$ cat src/rtl/ysyx_23060236_rd_xbar.sv
// ysyx_23060236_rd_xbar
//
// Single-master, two-slave AXI-lite read crossbar. One read is in flight at a
// time: the master address is captured in IDLE, decoded to CLINT, SoC or an
// unmapped hole, forwarded to the chosen slave (ADDR), and the slave's read
// data is passed back combinationally (DATA). Unmapped reads never reach a
// slave; the crossbar answers them itself with DECERR (ERR).
//
// Ports
//   clock, reset                       single clock, async active-high reset
//   araddr/arvalid/arready             master read-address channel
//   rdata/rresp/rvalid/rready          master read-data channel
//   clint_araddr/arvalid/arready       CLINT read-address channel
//   clint_rdata/rresp/rvalid/rready    CLINT read-data channel
//   soc_araddr/arvalid/arready         SoC read-address channel
//   soc_rdata/rresp/rvalid/rready      SoC read-data channel
module ysyx_23060236_rd_xbar #(
  parameter logic [31:0] CLINT_BASE = 32'h0200_0000,
  parameter int          CLINT_AW   = 16,
  parameter logic [31:0] UNMAP_TOP  = 32'h1000_0000
) (
  input  logic        clock,
  input  logic        reset,
  // master
  input  logic [31:0] araddr,
  input  logic        arvalid,
  output logic        arready,
  output logic [31:0] rdata,
  output logic [1:0]  rresp,
  output logic        rvalid,
  input  logic        rready,
  // CLINT
  output logic [31:0] clint_araddr,
  output logic        clint_arvalid,
  input  logic        clint_arready,
  input  logic [31:0] clint_rdata,
  input  logic [1:0]  clint_rresp,
  input  logic        clint_rvalid,
  output logic        clint_rready,
  // SoC
  output logic [31:0] soc_araddr,
  output logic        soc_arvalid,
  input  logic        soc_arready,
  input  logic [31:0] soc_rdata,
  input  logic [1:0]  soc_rresp,
  input  logic        soc_rvalid,
  output logic        soc_rready
);

  typedef enum logic [1:0] {
    IDLE = 2'd0,
    ADDR = 2'd1,
    DATA = 2'd2,
    ERR  = 2'd3
  } state_t;

  state_t      state, state_next;
  logic [31:0] addr_p0;
  logic        tgt_clint_p0;   // 1: CLINT, 0: SoC
  logic        load;
  logic        dec_clint;
  logic        dec_unmapped;

  // Address decode on the incoming master address
  always_comb begin
    dec_clint    = (araddr[31:CLINT_AW] == CLINT_BASE[31:CLINT_AW]);
    dec_unmapped = !dec_clint && (araddr < UNMAP_TOP);
  end

  assign load = (state == IDLE) && arvalid;

  // Stage p0: state, captured address and target
  always_ff @(posedge clock or posedge reset) begin
    if (reset) begin
      state        <= IDLE;
      addr_p0      <= 32'h0;
      tgt_clint_p0 <= 1'b0;
    end else begin
      state <= state_next;
      if (load) begin
        addr_p0      <= araddr;
        tgt_clint_p0 <= dec_clint;
      end
    end
  end

  // Both slaves see the captured address; only arvalid qualifies it.
  assign clint_araddr = addr_p0;
  assign soc_araddr   = addr_p0;

  // Next state and all handshake/payload outputs. Everything is a function of
  // the state register, so an asynchronous reset drops every strobe at once.
  always_comb begin
    state_next    = state;
    arready       = 1'b0;
    rvalid        = 1'b0;
    rdata         = 32'h0;
    rresp         = 2'b00;
    clint_arvalid = 1'b0;
    soc_arvalid   = 1'b0;
    clint_rready  = 1'b0;
    soc_rready    = 1'b0;

    case (state)
      IDLE: begin
        arready = 1'b1;
        if (arvalid) begin
          state_next = dec_unmapped ? ERR : ADDR;
        end
      end

      ADDR: begin
        if (tgt_clint_p0) begin
          clint_arvalid = 1'b1;
          if (clint_arready) state_next = DATA;
        end else begin
          soc_arvalid = 1'b1;
          if (soc_arready) state_next = DATA;
        end
      end

      DATA: begin
        if (tgt_clint_p0) begin
          rvalid       = clint_rvalid;
          rdata        = clint_rdata;
          rresp        = clint_rresp;
          clint_rready = rready;
          if (clint_rvalid && rready) state_next = IDLE;
        end else begin
          rvalid     = soc_rvalid;
          rdata      = soc_rdata;
          rresp      = soc_rresp;
          soc_rready = rready;
          if (soc_rvalid && rready) state_next = IDLE;
        end
      end

      ERR: begin
        // Locally generated DECERR for the unmapped hole
        rvalid = 1'b1;
        rresp  = 2'b11;
        if (rready) state_next = IDLE;
      end

      default: state_next = IDLE;
    endcase
  end

endmodule

$ cat config.mk
export PLATFORM = sky130hd
export DESIGN_NAME = ysyx_23060236_rd_xbar
export DESIGN_NICKNAME = d
export VERILOG_FILES = /design/src/rtl/ysyx_23060236_rd_xbar.sv
export SDC_FILE = /design/constraint.sdc
export NUM_CORES = 1
export LEC_CHECK = 0
export ABC_AREA = 1
export ABC_CLOCK_PERIOD_IN_PS = 2700
export CORE_UTILIZATION = 30
export CTS_CLUSTER_SIZE = 12
export DETAILED_ROUTE_END_ITERATION = 12
export GPL_ROUTABILITY_DRIVEN = 0
export PLACE_DENSITY = 0.84
export REMOVE_ABC_BUFFERS = 1
export SLEW_MARGIN = 5
export SYNTH_ARGS = -nofsm -noshare
export SYNTH_HDL_FRONTEND = slang
export SYNTH_SLANG_ARGS = --single-unit
$ cat constraint.sdc
create_clock -name clock -period 2.7 [get_ports clock]
set_clock_uncertainty 0.05 [all_clocks]
set_input_delay 0.54 -clock clock [delete_from_list [all_inputs] [get_ports clock]]
set_output_delay 0.54 -clock clock [all_outputs]
set_load 0.02 [all_outputs]
==> results.json <==
{
  "outcome": "completed",
  "grt_setup_unrepaired": "no",
  "path_class": "flop to output port",
  "place_inst": 544,
  "maxCapViolCount": 0,
  "drc": 0,
  "drtIter0Drc": 97,
  "cts_tree": "built",
  "grt_max_degree": 39,
  "wirelength_um": 7850,
  "layout_common_cells": "clkdlybuf4s50_1, nand2_1, a21oi_1",
  "syn2layout_area_growth_pct": 88.9,
  "grt-ovfl-total": 0,
  "cpPeakStageDelay_ps": 650,
  "ys_seq_elements": 35,
  "final_common_cell": "clkdlybuf4s50_1",
  "insertion_delay_ps": 280,
  "root_buffer": "clkbuf_8",
  "core_area_um2": 7370,
  "critPathLaunchType": "flop",
  "start_util_pct": 31.6,
  "path_cells": "inv_1 -> buf_8 -> nand2_1 -> a21oi_1 -> clkdlybuf4s50_1",
  "synth.yosys.seq_area_share_pct": 37.7,
  "arrival_ps": 1980,
  "fin_crit_ps": 2570,
  "rows": 31,
  "fp.dieW_um": 90.1,
  "placed_cell_area_um2": 4290,
  "post-dp-hpwl_um": 6200,
  "syn-instance-count": 275,
  "layout.cells.non_filler": 552,
  "end_kind": "output port",
  "final_cell_area_um2": 4390,
  "cts_resized": 0,
  "final_nets": 560,
  "io_pins": 212,
  "path_max_fanout": 38,
  "ir_drop_v": 0.000829,
  "antenna_found_initial": 0,
  "synth.distinct_cells": 19,
  "slew_viol_final": 0,
  "fp.dieArea_um2": 8110,
  "htree_levels": 2,
  "crit_slowest_cell": "clkdlybuf4s50_1",
  "cts_buffers": 5,
  "grt_usage_pct": 18.9,
  "postRouteAntennaNets": 0,
  "synth_top_cell_by_area": "dfrtp_1",
  "cts_hold_buf": 0,
  "vias": 2417,
  "fin_setup_tns_ps": 0,
  "grt_pass1_wl_um": 12500,
  "dieHeight_um": 90.1,
  "crit_family": "buffers and inverters",
  "setup-violations-final": 0,
  "drive_above_1_share_pct": 10.6,
  "ys_top_cells_by_area": "dfrtp_1, mux2_4, nand2_1, buf_4, a21oi_1",
  "netlist_area_um2": 2330,
  "min_path_type": "input port to async pin",
  "synth_top_area_share_pct": 37.7,
  "fmax_mhz": 390,
  "diodes": 0,
  "nFillCells": 628,
  "first_pass_iters": 4,
  "grt_pass1_vias": 2531,
  "post_synth.cell_area_avg_um2": 8.46,
  "worstPathRequired_ps": 2110,
  "cp_num_buf_inv": 3,
  "min_period_over_period_pct": 95.0,
  "post_cts_buffers": 0,
  "port_buffers": 211,
  "finalHoldViolations": 0,
  "cts_sinks": 35,
  "cellLeakagePower_nw": 1.93,
  "wl_per_cell_um": 14.2,
  "vias_per_cell": 4.38,
  "ys_warn_count": 0,
  "power_density_nw_per_um2": 1010,
  "relSlewSlack_pct": 60.8,
  "worst_slew_pin_slew_ps": 588,
  "clock_path_buffers": 2,
  "clkTransAtPathRegs_ps": 70,
  "p_total_w": 0.00442
}
-- path summary, 6_finish.rpt --
| path | startpoint | end | slack [ps] | depth (start not counted) |
|---|---|---|---|---|
| max | tgt_clint_p0 | rdata[4] | 130 | 5 |
| min | reset | clint_araddr[8] | 430 | 2 |
| max reg2reg | state[1] | clint_araddr[16] | 1060 | 4 |
| min reg2reg | clint_araddr[25] | clint_araddr[25] | 480 | 2 |
| max in group asynchronous | reset | state[0] | 1510 | 3 |
| min in group clock | clint_araddr[25] | clint_araddr[25] | 480 | 2 |
-- worst register-to-register path: cells and delay by family (launching register included) --
family | cells | cell delay (ps)
mux | 1 | 450
flops | 1 | 390
buf+inv | 1 | 170
simple gates | 2 | 480
-- registers in the layout (all words and copies together), names as in the netlist --
register and count:
state 2, tgt_clint_p0 1, clint_araddr 32
-- kinds of logic (layout without fill, tap and decap cells) --
kind of cell / after synthesis / in the layout / synth area share (%)
buf+inv: 57 / 235 / 15.6
compound gates: 40 / 40 / 8.61
simple gates: 112 / 112 / 19.1
mux: 31 / 31 / 19.0
flops: 35 / 35 / 37.7
-- layer usage --
| layer | track usage (%) | part of all wire (%) |
|---|---|---|
| met5 | 0 | 0 |
| met4 | 4.97 | 2.0 |
| met3 | 4.57 | 6.0 |
| met2 | 35.2 | 53 |
| met1 | 21.4 | 39 |
-- where the power goes --
| part | switching [W] | leakage (nW) | internal (W) |
|---|---|---|---|
| Sequential | 0.000226 | 0.416 | 0.000787 |
| Combinational | 0.00143 | 1.47 | 0.00161 |
| Clock | 0.000194 | 0.0402 | 0.000179 |
-- area by class of cell --
cell class              instances  area, um2  area share (%)
flip-flops and latches         35        876            19.9
repair buffers                216       2170            49.5
clock buffers                   5       68.8            1.57
clock inverters                 3       20.0           0.456
inverters                      11       43.8           0.997
multi-input cells             183       1090            24.7
well taps                      99        124            2.82
-- cell usage after synthesis --
cell      instances
clkbuf_1          4
o21ai_0           4
nand2_4           1
a21oi_1          36
buf_6             3
buf_2             5
buf_1             2
inv_2             2
nand3_1           2
inv_1             9
nand3b_1          1
mux2_4           25
nor2_4            1
buf_4            32
nor2_1           18
dfrtp_1          35
nor3_1            2
nand2_1          87
mux2_2            6
-- metrics by stage --
stage | hold slack [ps] | setup WS (ps) | util, %
detailed placement | 471 | 163 | 58.2
floorplan | 538 | 3.78 | -
CTS | 433 | 15.7 | 59.4
global placement | 461 | 177 | 58.2
finish | 433 | 135 | 59.6
global route | 483 | 19.3 | 59.6
No activity file was read; power rests on OpenSTA's default activity.
